[config.mk]
export PLATFORM = sky130hd
export DESIGN_NAME = cmos_rgb_to_axis
export DESIGN_NICKNAME = d
export VERILOG_FILES = /design/src/rtl/cmos_rgb_to_axis_pkg.sv /design/src/rtl/cmos_rgb_to_axis_sync_fifo_fwft.sv /design/src/rtl/cmos_rgb_to_axis.sv
export SDC_FILE = /design/constraint.sdc
export NUM_CORES = 1
export LEC_CHECK = 0
export CAP_MARGIN = 20
export CORE_MARGIN = 2
export CORE_UTILIZATION = 50
export CTS_CLUSTER_SIZE = 25
export DETAILED_ROUTE_END_ITERATION = 6
export GPL_ROUTABILITY_DRIVEN = 0
export PLACE_DENSITY = 0.64
export SYNTH_ARGS = -nofsm -noshare
export SYNTH_HDL_FRONTEND = slang
export SYNTH_SLANG_ARGS = --single-unit
[constraint.sdc]
create_clock -name CLK_i -period 9.3 [get_ports CLK_i]
set_clock_uncertainty 0.2 [all_clocks]
set_input_delay 1.395 -clock CLK_i [delete_from_list [all_inputs] [get_ports CLK_i]]
set_output_delay 1.395 -clock CLK_i [all_outputs]
set_load 0.01 [all_outputs]
[src/rtl/cmos_rgb_to_axis_pkg.sv]
// Shared types for the CMOS pixel stream to AXI4-Stream video bridge.
// FIFO word layout is {beat_flags_t, tdata}, flags at the top.
package cmos_rgb_to_axis_pkg;

  typedef enum logic [1:0] {
    ST_WAIT_VS  = 2'd0,
    ST_WAIT_END = 2'd1,
    ST_ACTIVE   = 2'd2
  } state_e;

  typedef struct packed {
    logic tuser;
    logic tlast;
  } beat_flags_t;

  localparam int unsigned FLAGS_W     = $bits(beat_flags_t);
  localparam int unsigned FRAME_CNT_W = 16;

endpackage

[src/rtl/cmos_rgb_to_axis_sync_fifo_fwft.sv]
// Show-ahead synchronous FIFO with occupancy counter; full/empty are registered.
// A write while full is refused even if a read happens in the same cycle.
module sync_fifo_fwft #(
  parameter int unsigned WIDTH = 26,
  parameter int unsigned DEPTH = 64
) (
  input  logic             clk,
  input  logic             rst_n,
  input  logic             wr_en,
  input  logic [WIDTH-1:0] din,
  output logic             full,
  input  logic             rd_en,
  output logic [WIDTH-1:0] dout,
  output logic             empty
);

  localparam int unsigned AW = (DEPTH > 1) ? $clog2(DEPTH) : 1;
  localparam int unsigned CW = AW + 1;

  logic [WIDTH-1:0] mem_q [DEPTH];
  logic [AW-1:0]    wr_ptr_q, wr_ptr_d;
  logic [AW-1:0]    rd_ptr_q, rd_ptr_d;
  logic [CW-1:0]    cnt_q, cnt_d;
  logic             full_q, full_d;
  logic             empty_q, empty_d;
  logic             wr_ok_c, rd_ok_c;

  always_comb begin
    wr_ok_c  = wr_en & ~full_q;
    rd_ok_c  = rd_en & ~empty_q;
    wr_ptr_d = wr_ptr_q + AW'(wr_ok_c);
    rd_ptr_d = rd_ptr_q + AW'(rd_ok_c);
    cnt_d    = cnt_q + CW'(wr_ok_c) - CW'(rd_ok_c);
    full_d   = (cnt_d == CW'(DEPTH));
    empty_d  = (cnt_d == '0);
  end

  always_ff @(posedge clk or negedge rst_n) begin
    if (!rst_n) begin
      wr_ptr_q <= '0;
      rd_ptr_q <= '0;
      cnt_q    <= '0;
      full_q   <= 1'b0;
      empty_q  <= 1'b1;
    end else begin
      wr_ptr_q <= wr_ptr_d;
      rd_ptr_q <= rd_ptr_d;
      cnt_q    <= cnt_d;
      full_q   <= full_d;
      empty_q  <= empty_d;
    end
  end

  // Storage needs no reset: pointers define what is valid.
  always_ff @(posedge clk) begin
    if (wr_ok_c) mem_q[wr_ptr_q] <= din;
  end

  assign full  = full_q;
  assign empty = empty_q;
  assign dout  = empty_q ? '0 : mem_q[rd_ptr_q];

endmodule

[src/rtl/cmos_rgb_to_axis.sv]
// Repacks a clock-enabled hs/vs/rgb pixel stream as AXI4-Stream video
// (tuser = start of frame, tlast = end of line) behind a backpressure FIFO.
module cmos_rgb_to_axis
  import cmos_rgb_to_axis_pkg::*;
#(
  parameter int unsigned DATA_W      = 24,
  parameter int unsigned FIFO_DEPTH  = 64,
  parameter bit          VS_ACT_HIGH = 1'b1
) (
  input  logic                   CLK_i,
  input  logic                   rst_n_i,
  input  logic                   vid_clk_ce,
  input  logic                   hs_i,
  input  logic                   vs_i,
  input  logic [DATA_W-1:0]      rgb_i,
  output logic [DATA_W-1:0]      m_axis_tdata,
  output logic                   m_axis_tvalid,
  input  logic                   m_axis_tready,
  output logic                   m_axis_tuser,
  output logic                   m_axis_tlast,
  output logic                   overflow_o,
  input  logic                   clr_i,
  output logic [FRAME_CNT_W-1:0] frame_cnt_o
);

  localparam int unsigned WORD_W = FLAGS_W + DATA_W;

  state_e                 state_q, state_d;
  logic                   hold_vld_q, hold_vld_d;
  logic                   hold_tuser_q, hold_tuser_d;
  logic [DATA_W-1:0]      hold_pix_q, hold_pix_d;
  logic                   sof_pend_q, sof_pend_d;
  logic                   frame_clean_q, frame_clean_d;
  logic                   overflow_q, overflow_d;
  logic [FRAME_CNT_W-1:0] frame_cnt_q, frame_cnt_d;

  logic                   vs_act_c;
  logic                   wr_req_c;
  logic                   cnt_req_c;
  logic                   drop_c;
  beat_flags_t            wr_flags_c;
  beat_flags_t            rd_flags_c;

  logic                   fifo_full;
  logic                   fifo_empty;
  logic [WORD_W-1:0]      fifo_dout;

  assign vs_act_c = VS_ACT_HIGH ? vs_i : ~vs_i;

  // Frame sync FSM plus one-pixel hold register; the held pixel is written
  // only once the next sample tells whether it ends the line.
  always_comb begin
    state_d          = state_q;
    hold_vld_d       = hold_vld_q;
    hold_tuser_d     = hold_tuser_q;
    hold_pix_d       = hold_pix_q;
    sof_pend_d       = sof_pend_q;
    frame_clean_d    = frame_clean_q;
    overflow_d       = overflow_q;
    frame_cnt_d      = frame_cnt_q;
    wr_req_c         = 1'b0;
    cnt_req_c        = 1'b0;
    wr_flags_c.tuser = hold_tuser_q;
    wr_flags_c.tlast = 1'b0;

    if (vid_clk_ce) begin
      unique case (state_q)
        ST_WAIT_VS: begin
          if (vs_act_c) state_d = ST_WAIT_END;
        end
        ST_WAIT_END: begin
          if (!vs_act_c) begin
            state_d    = ST_ACTIVE;
            sof_pend_d = 1'b1;
          end
        end
        ST_ACTIVE: begin
          if (vs_act_c) begin
            state_d          = ST_WAIT_END;
            wr_req_c         = hold_vld_q;
            wr_flags_c.tlast = 1'b1;
            hold_vld_d       = 1'b0;
            cnt_req_c        = frame_clean_q;
          end else if (hs_i) begin
            wr_req_c     = hold_vld_q;
            hold_vld_d   = 1'b1;
            hold_tuser_d = sof_pend_q;
            hold_pix_d   = rgb_i;
            sof_pend_d   = 1'b0;
            if (sof_pend_q) frame_clean_d = 1'b1;
          end else begin
            wr_req_c         = hold_vld_q;
            wr_flags_c.tlast = 1'b1;
            hold_vld_d       = 1'b0;
          end
        end
        default: state_d = ST_WAIT_VS;
      endcase
    end

    drop_c = wr_req_c & fifo_full;

    if (clr_i) overflow_d = 1'b0;

    // A refused write kills the rest of the frame; set beats clear.
    if (drop_c) begin
      overflow_d    = 1'b1;
      hold_vld_d    = 1'b0;
      frame_clean_d = 1'b0;
      state_d       = ST_WAIT_VS;
    end else if (cnt_req_c) begin
      frame_cnt_d   = frame_cnt_q + FRAME_CNT_W'(1);
      frame_clean_d = 1'b0;
    end
  end

  always_ff @(posedge CLK_i or negedge rst_n_i) begin
    if (!rst_n_i) begin
      state_q       <= ST_WAIT_VS;
      hold_vld_q    <= 1'b0;
      hold_tuser_q  <= 1'b0;
      hold_pix_q    <= '0;
      sof_pend_q    <= 1'b0;
      frame_clean_q <= 1'b0;
      overflow_q    <= 1'b0;
      frame_cnt_q   <= '0;
    end else begin
      state_q       <= state_d;
      hold_vld_q    <= hold_vld_d;
      hold_tuser_q  <= hold_tuser_d;
      hold_pix_q    <= hold_pix_d;
      sof_pend_q    <= sof_pend_d;
      frame_clean_q <= frame_clean_d;
      overflow_q    <= overflow_d;
      frame_cnt_q   <= frame_cnt_d;
    end
  end

  sync_fifo_fwft #(
    .WIDTH (WORD_W),
    .DEPTH (FIFO_DEPTH)
  ) u_fifo (
    .clk   (CLK_i),
    .rst_n (rst_n_i),
    .wr_en (wr_req_c),
    .din   ({wr_flags_c, hold_pix_q}),
    .full  (fifo_full),
    .rd_en (m_axis_tvalid & m_axis_tready),
    .dout  (fifo_dout),
    .empty (fifo_empty)
  );

  assign rd_flags_c    = fifo_dout[WORD_W-1 -: FLAGS_W];
  assign m_axis_tdata  = fifo_dout[DATA_W-1:0];
  assign m_axis_tuser  = rd_flags_c.tuser;
  assign m_axis_tlast  = rd_flags_c.tlast;
  assign m_axis_tvalid = ~fifo_empty;
  assign overflow_o    = overflow_q;
  assign frame_cnt_o   = frame_cnt_q;

endmodule
==> results.toml, run 1 <==
[clock_tree]
clkTransAtPathRegs_ns = 0.06
cts_max_level = 4
cts_tree = "yes"
cts_buffer_depth = 3
postCtsHoldBufs = 0
cts_setup_buffers = 0
clkSinkCount = 1732
post_cts_resized = 0
numCtsBuffers = 172
cts_root_buffer = "clkbuf_16"
clk_latency_ns = 0.79

[flow_run]
drv_cap = 0

[sta]
max_freq_mhz = 138.5
rsz0062_at_grt = "no"
fin_crit_sh_pct = 77.63
setup_viol = 0
tightest_slew_ns = 1.150
drv_slew = 0
hold_viol_final = 0
period_needed_ns = 7.220
tns_ns = 0
max_slew_margin_pct = 23.34

[power]
leakage_nw = 24.14
p_total_mw = 23.12
clkPwrFrac_pct = 28.9
pwr_density_cell_nw_per_um2 = 309.1
comb_power_share_pct = 29.4
internal-power_mw = 15.60
netSwitchingFraction_pct = 32.52
switching_power_mw = 7.519
ir_drop_v = 0.0002555
p_seq_share_pct = 41.7

[critical_path]
ff2ff_path_depth = 5
crit-reg2reg-launch = "state_q[0]"
worst_ep_arrival_time_ns = 5.62
cp.required_ns = 7.71
critical_path_class = "flip-flop to primary output"
reg2reg_slack_ns = 4.70
endpoint_kind = "primary output"
crit_start = "u_fifo.rd_ptr_q[1]"
regToRegEndpoint = "u_fifo.mem_q[14][12]"
path_max_fanout = 63
critPathCapture = "m_axis_tdata[21]"
worstSetupStartpointType = "flip-flop"

[drt]
antenna_left = 0
dr.pass1.iters = 6
top_layer = "met4"
drc = 0
met1_length_um = 67140
drtIter0Drc = 4267
dr_wl_met3_um = 17310
vias = 32896
drt-wirelength-per-cell_um = 32.70
drt-total-wl_um = 169300
vias_per_cell = 6.354
met2_wirelength_um = 80270

[grt]
grt_pass1_wl_um = 240600
grt_pass1_vias = 32643
track_usage_pct = 25.09
antenna_found_initial = 1
grt_max_degree = 135
grt-ovfl-total = 0

[synthesis]
syn_area_um2 = 66220
synth_nets = 3148
avgSynthCellArea_um2 = 21.34
synthDistinctLibCells = 47
synth-edff-count = 1664
synth_flop_cell = "edfxtp_1"
yosysTopAreaCell = "edfxtp_1"
yosys.area.top_type_share_pct = 75.45
ys_ff_latch = 1732
synth_cells = 3104
yosysSeqAreaShare_pct = 78.02
async_flop_share_pct = 3.926
yosys_warnings = 0
yosys-top-cells-area = "edfxtp_1 75%, mux4_2 11%, mux2i_1 3.1%"

[cells_and_area]
final_common_cell = "edfxtp_1"
multi_input_area_um2 = 13820
layout_common_cells = "1664 x edfxtp_1, 312 x mux4_2, 208 x mux2i_1"
regArea_um2 = 51720
fin_nets = 3323
area_delta_synth_final_pct = 12.96
final_core_util_pct = 56.90
fill_cells = 9578
drive_above_1_share_pct = 23.06

[die]
die_h_um = 367.9
die-area_um2 = 135400
boundaryPins = 75
start_util_pct = 50.37
coreArea_um2 = 131500
num_rows = 133
fp.dieW_um = 367.9

[place]
place.port_buffers = 74
hpwl_um = 92330

[hold_path]
hold_class = "flip-flop to flip-flop"

[outcome]
outcome = "finished clean"
==> logic make-up (layout without fill, tap and decap cells) <==
group	Yosys count	in the layout	share of synthesized area (%)
flip-flops	1732	1732	78.02
multiplexers	546	546	14.20
AO/OA/AOI/OAI	407	407	4.393
buffers and inverters	195	512	1.517
AND/OR/NAND/NOR	185	185	1.270
XOR/XNOR	26	26	0.3439
adder cells (fa/ha/maj)	13	13	0.2569
other	0	1	0
==> metal layers <==
| metal | track usage [%] | vias to the layer above |
|---|---|---|
| li1 | - | 13411 |
| met2 | 38.96 | 1697 |
| met5 | 0 | - |
| met3 | 6.143 | 259 |
| met1 | 35.57 | 17529 |
| met4 | 7.473 | 0 |
==> Yosys cell counts (all sizes together) (2+ instances only) <==
| cell | number |
|---|---|
| mux2i | 208 |
| edfxtp | 1664 |
| o221ai | 52 |
| xnor2 | 17 |
| a22o | 54 |
| nor3 | 6 |
| nand4 | 4 |
| nor2 | 81 |
| a211oi | 78 |
| and3 | 4 |
| nor3b | 4 |
| a22oi | 78 |
| nand3 | 14 |
| ha | 12 |
| dfrtp | 67 |
| xor2 | 9 |
| mux2 | 26 |
| nand2 | 48 |
| and2 | 2 |
| clkbuf | 84 |
| buf | 94 |
| o21ai | 4 |
| mux4 | 312 |
| or3b | 2 |
| o22ai | 53 |
| a21oi | 82 |
| inv | 17 |
| nor2b | 10 |
| nand3b | 5 |
==> how the worst min path moves through the flow <==
stage | startpoint | end | slack (ns) | cells past startpoint
after global placement | frame_cnt_o[15] | frame_cnt_o[15] | 0.26 | 1
after detailed placement | frame_cnt_o[15] | frame_cnt_o[15] | 0.26 | 1
after CTS | frame_cnt_o[15] | frame_cnt_o[15] | 0.28 | 1
after global routing | frame_cnt_o[15] | frame_cnt_o[15] | 0.29 | 1
after floorplan | u_fifo.rd_ptr_q[5] | u_fifo.rd_ptr_q[5] | 0.27 | 1
final | frame_cnt_o[15] | frame_cnt_o[15] | 0.27 | 1
==> sequential cells by signal, summed over array words and instances, names as in the netlist <==
| name | flops |
|---|---|
| hold_tuser_q | 1 |
| sof_pend_q | 1 |
| frame_cnt_o | 16 |
| state_q | 2 |
| u_fifo.rd_ptr_q | 6 |
| u_fifo.full | 1 |
| u_fifo.cnt_q | 7 |
| overflow_o | 1 |
| frame_clean_q | 1 |
| u_fifo.wr_ptr_q | 6 |
| hold_pix_q | 24 |
| hold_vld_q | 1 |
| u_fifo.empty | 1 |
| u_fifo.mem_q | 1664 |
==> metrics by stage <==
| step | hold WS (ns) | instances | setup slack [ns] | area (um^2) |
|---|---|---|---|---|
| finish | 0.2726 | 5177 | 2.080 | 74810 |
| global route | 0.2886 | 5176 | 1.944 | 74800 |
| CTS | 0.2769 | 5176 | 2.173 | 74800 |
| detailed placement | 0.2557 | 4860 | 3.056 | 69390 |
| global placement | 0.2622 | 4860 | 3.077 | 69390 |
| floorplan | 0.2676 | 3104 | 5.051 | 66220 |
==> critical path, stage by stage (launching register included) <==
cell and delay [ns]:
dfrtp_4 1.12, nand3_4 1.02, buf_4 0.70, o22ai_1 0.37
a211oi_1 0.09, a21oi_1 0.56, a22o_1 0.25, clkdlybuf4s50_1 0.55
==> power groups by stage <==
stage                     sequential [mW]  combinational (mW)  clock, mW
after floorplan                      9.84                3.90          0
after global placement               9.80                6.68          0
after detailed placement             9.81                6.77          0
after CTS                            9.65                6.79       6.78
after global routing                 9.67                7.09       7.10
final                                9.65                6.79       6.68
==> final cells by class <==
class,count,share of cell area [%]
Sequential cell,1732,69.14
Multi-Input combinational cell,1177,18.47
Clock buffer,221,6.125
Tap cell,1755,2.935
Timing Repair Buffer,179,2.124
Clock inverter,95,1.111
Inverter,17,0.08530
Antenna cell,1,0.003345
Note: power is estimated with default switching activity, not from simulation.
==> inputs of run 2 (changes only) <==
--- a/config.mk
+++ b/config.mk
@@ -11,7 +11,7 @@
 export CTS_CLUSTER_SIZE = 25
 export DETAILED_ROUTE_END_ITERATION = 6
 export GPL_ROUTABILITY_DRIVEN = 0
-export PLACE_DENSITY = 0.64
+export PLACE_DENSITY = 0.66
 export SYNTH_ARGS = -nofsm -noshare
 export SYNTH_HDL_FRONTEND = slang
 export SYNTH_SLANG_ARGS = --single-unit
==> constraint.sdc (replaced) <==
create_clock -name CLK_i -period 6 [get_ports CLK_i]
set_clock_uncertainty 0.2 [all_clocks]
set_input_delay 0.9 -clock CLK_i [delete_from_list [all_inputs] [get_ports CLK_i]]
set_output_delay 0.9 -clock CLK_i [all_outputs]
set_load 0.01 [all_outputs]
==> results.toml, run 2 (synthesis results as in run 1) <==
[cells_and_area]
drive_above_1_share_pct = 24.31
layout_common_cells = "1664 x edfxtp_1, 312 x mux4_2, 208 x mux2i_1"
area_delta_synth_final_pct = 13.71
fin_nets = 3383
largest_register_ffs = 1664
final_common_cell = "edfxtp_1"
top_register = "u_fifo.mem_q"

[die]
coreArea_um2 = 131500
die_h_um = 367.9
boundaryPins = 75
die-area_um2 = 135400
start_util_pct = 50.37
fp.dieW_um = 367.9
num_rows = 133

[grt]
grtUsageMet3_pct = 5.061
grt_pass1_vias = 33153
track_usage_pct = 24.39
grt_max_degree = 90
met2_usage_pct = 38.80
antenna_found_initial = 5
grt-busiest-layer = "met2"
grt_pass1_wl_um = 235800
grt-ovfl-total = 0
grt_util_met1_pct = 34.30

[sta]
setup_viol = 0
hold_ws_ns = 0.05245
fin_crit_sh_pct = 97.88
tightest_slew_ns = 1.038
max_freq_mhz = 170.3
hold_viol_final = 0
tns_ns = 0
drv_slew = 0
period_needed_ns = 5.873
rsz0062_at_grt = "no"
max_slew_margin_pct = 30.55

[flow_run]
drv_cap = 0

[outcome]
outcome = "finished clean"

[drt]
vias = 32912
drtIter0Drc = 4315
drt-total-wl_um = 165000
drc = 0
dr.pass1.iters = 5
antenna_left = 0
drt-wirelength-per-cell_um = 31.64
vias_per_cell = 6.311

[power]
pwr_density_cell_nw_per_um2 = 477.0
ir_drop_v = 0.0003586
p_seq_share_pct = 41.3
clkPwrFrac_pct = 28.4
comb_power_share_pct = 30.3
switching_power_mw = 11.45
netSwitchingFraction_pct = 31.87
leakage_nw = 24.44
internal-power_mw = 24.47

[critical_path]
critical-path-max-stage-delay_ns = 0.74
cp.required_ns = 4.90
cp_cell_sequence = "nand3_4, buf_12, buf_6, o22ai_1, a211oi_1, a21oi_1, a22o_1, clkdlybuf4s50_1"
critical_path_class = "flip-flop to primary output"
worstSetupStartpointType = "flip-flop"
critPathSlowestCell = "dfrtp_4"
endpoint_kind = "primary output"
critPathBufInv = 3
path_delay_family = "compound AO/OA/AOI/OAI gates"
worst_ep_arrival_time_ns = 4.77
path_max_fanout = 55

[clock_tree]
clkSinkCount = 1732
clkTransAtPathRegs_ns = 0.06
clk_latency_ns = 0.79
numCtsBuffers = 169
cts_root_buffer = "clkbuf_16"
cts_buffer_depth = 3
cts_max_level = 4
cts_tree = "yes"
postCtsHoldBufs = 0

[hold_path]
hold_class = "input port to async pin"

[place]
hpwl_um = 93660
place.port_buffers = 74
-- run 2: path summary, 6_finish.rpt --
check | start | endpoint | slack (ns) | cells past startpoint
worst max-delay path | u_fifo.rd_ptr_q[2] | m_axis_tdata[14] | 0.13 | 8
min in group CLK_i | frame_cnt_o[15] | frame_cnt_o[15] | 0.27 | 1
max in group asynchronous | rst_n_i | u_fifo.rd_ptr_q[4] | 4.82 | 1
worst min register to register | frame_cnt_o[15] | frame_cnt_o[15] | 0.27 | 1
worst max register to register | state_q[0] | u_fifo.mem_q[62][10] | 2.12 | 7
worst min-delay path | rst_n_i | overflow_o | 0.05 | 1
-- run 2: through the flow --
| step | cell area (um^2) | cells | worst slack [ns] | power [mW] | util [%] |
|---|---|---|---|---|---|
| CTS | 75290 | 5214 | 0.07989 | 36.05 | 57.27 |
| floorplan | 66220 | 3104 | 2.246 | 21.31 | - |
| finish | 75300 | 5215 | 0.1274 | 35.92 | 57.28 |
| global placement | 69980 | 4920 | 0.4959 | 25.66 | 53.23 |
| global route | 75300 | 5214 | 0.00006395 | 37.05 | 57.28 |
| detailed placement | 70000 | 4922 | 0.7771 | 25.91 | 53.25 |
-- run 2: area by class of cell --
class                      count  area, um^2
tap                         1755        2196
fill                        9444       56160
antenna                        1       2.502
multi-input combinational   1177       13800
inverter                      17       63.81
clock inverter                82       803.3
timing repair buffer         242        2263
clock buffer                 209        4463
sequential                  1732       51720
-- run 2: timing repair --
item | in CTS | in global routing
resized for setup | 1 | 2
buffers inserted | 1 | 0
setup endpoints to repair | 1 | 6
-- run 2: power groups by stage --
stage               Sequential [mW]  Clock, mW  Combinational (mW)
detailed placement             15.1          0                10.8
global placement               15.1          0                10.5
CTS                            14.8       10.3                10.9
global route                   14.9       10.8                11.4
finish                         14.8       10.2                10.9
floorplan                      15.3          0                6.05
-- run 2: layer usage --
| layer | up-vias | wire (um) |
|---|---|---|
| li1 | 13513 | - |
| met4 | 6 | 4280 |
| met3 | 248 | 15340 |
| met5 | - | 35 |
| met2 | 1721 | 79620 |
| met1 | 17424 | 65740 |
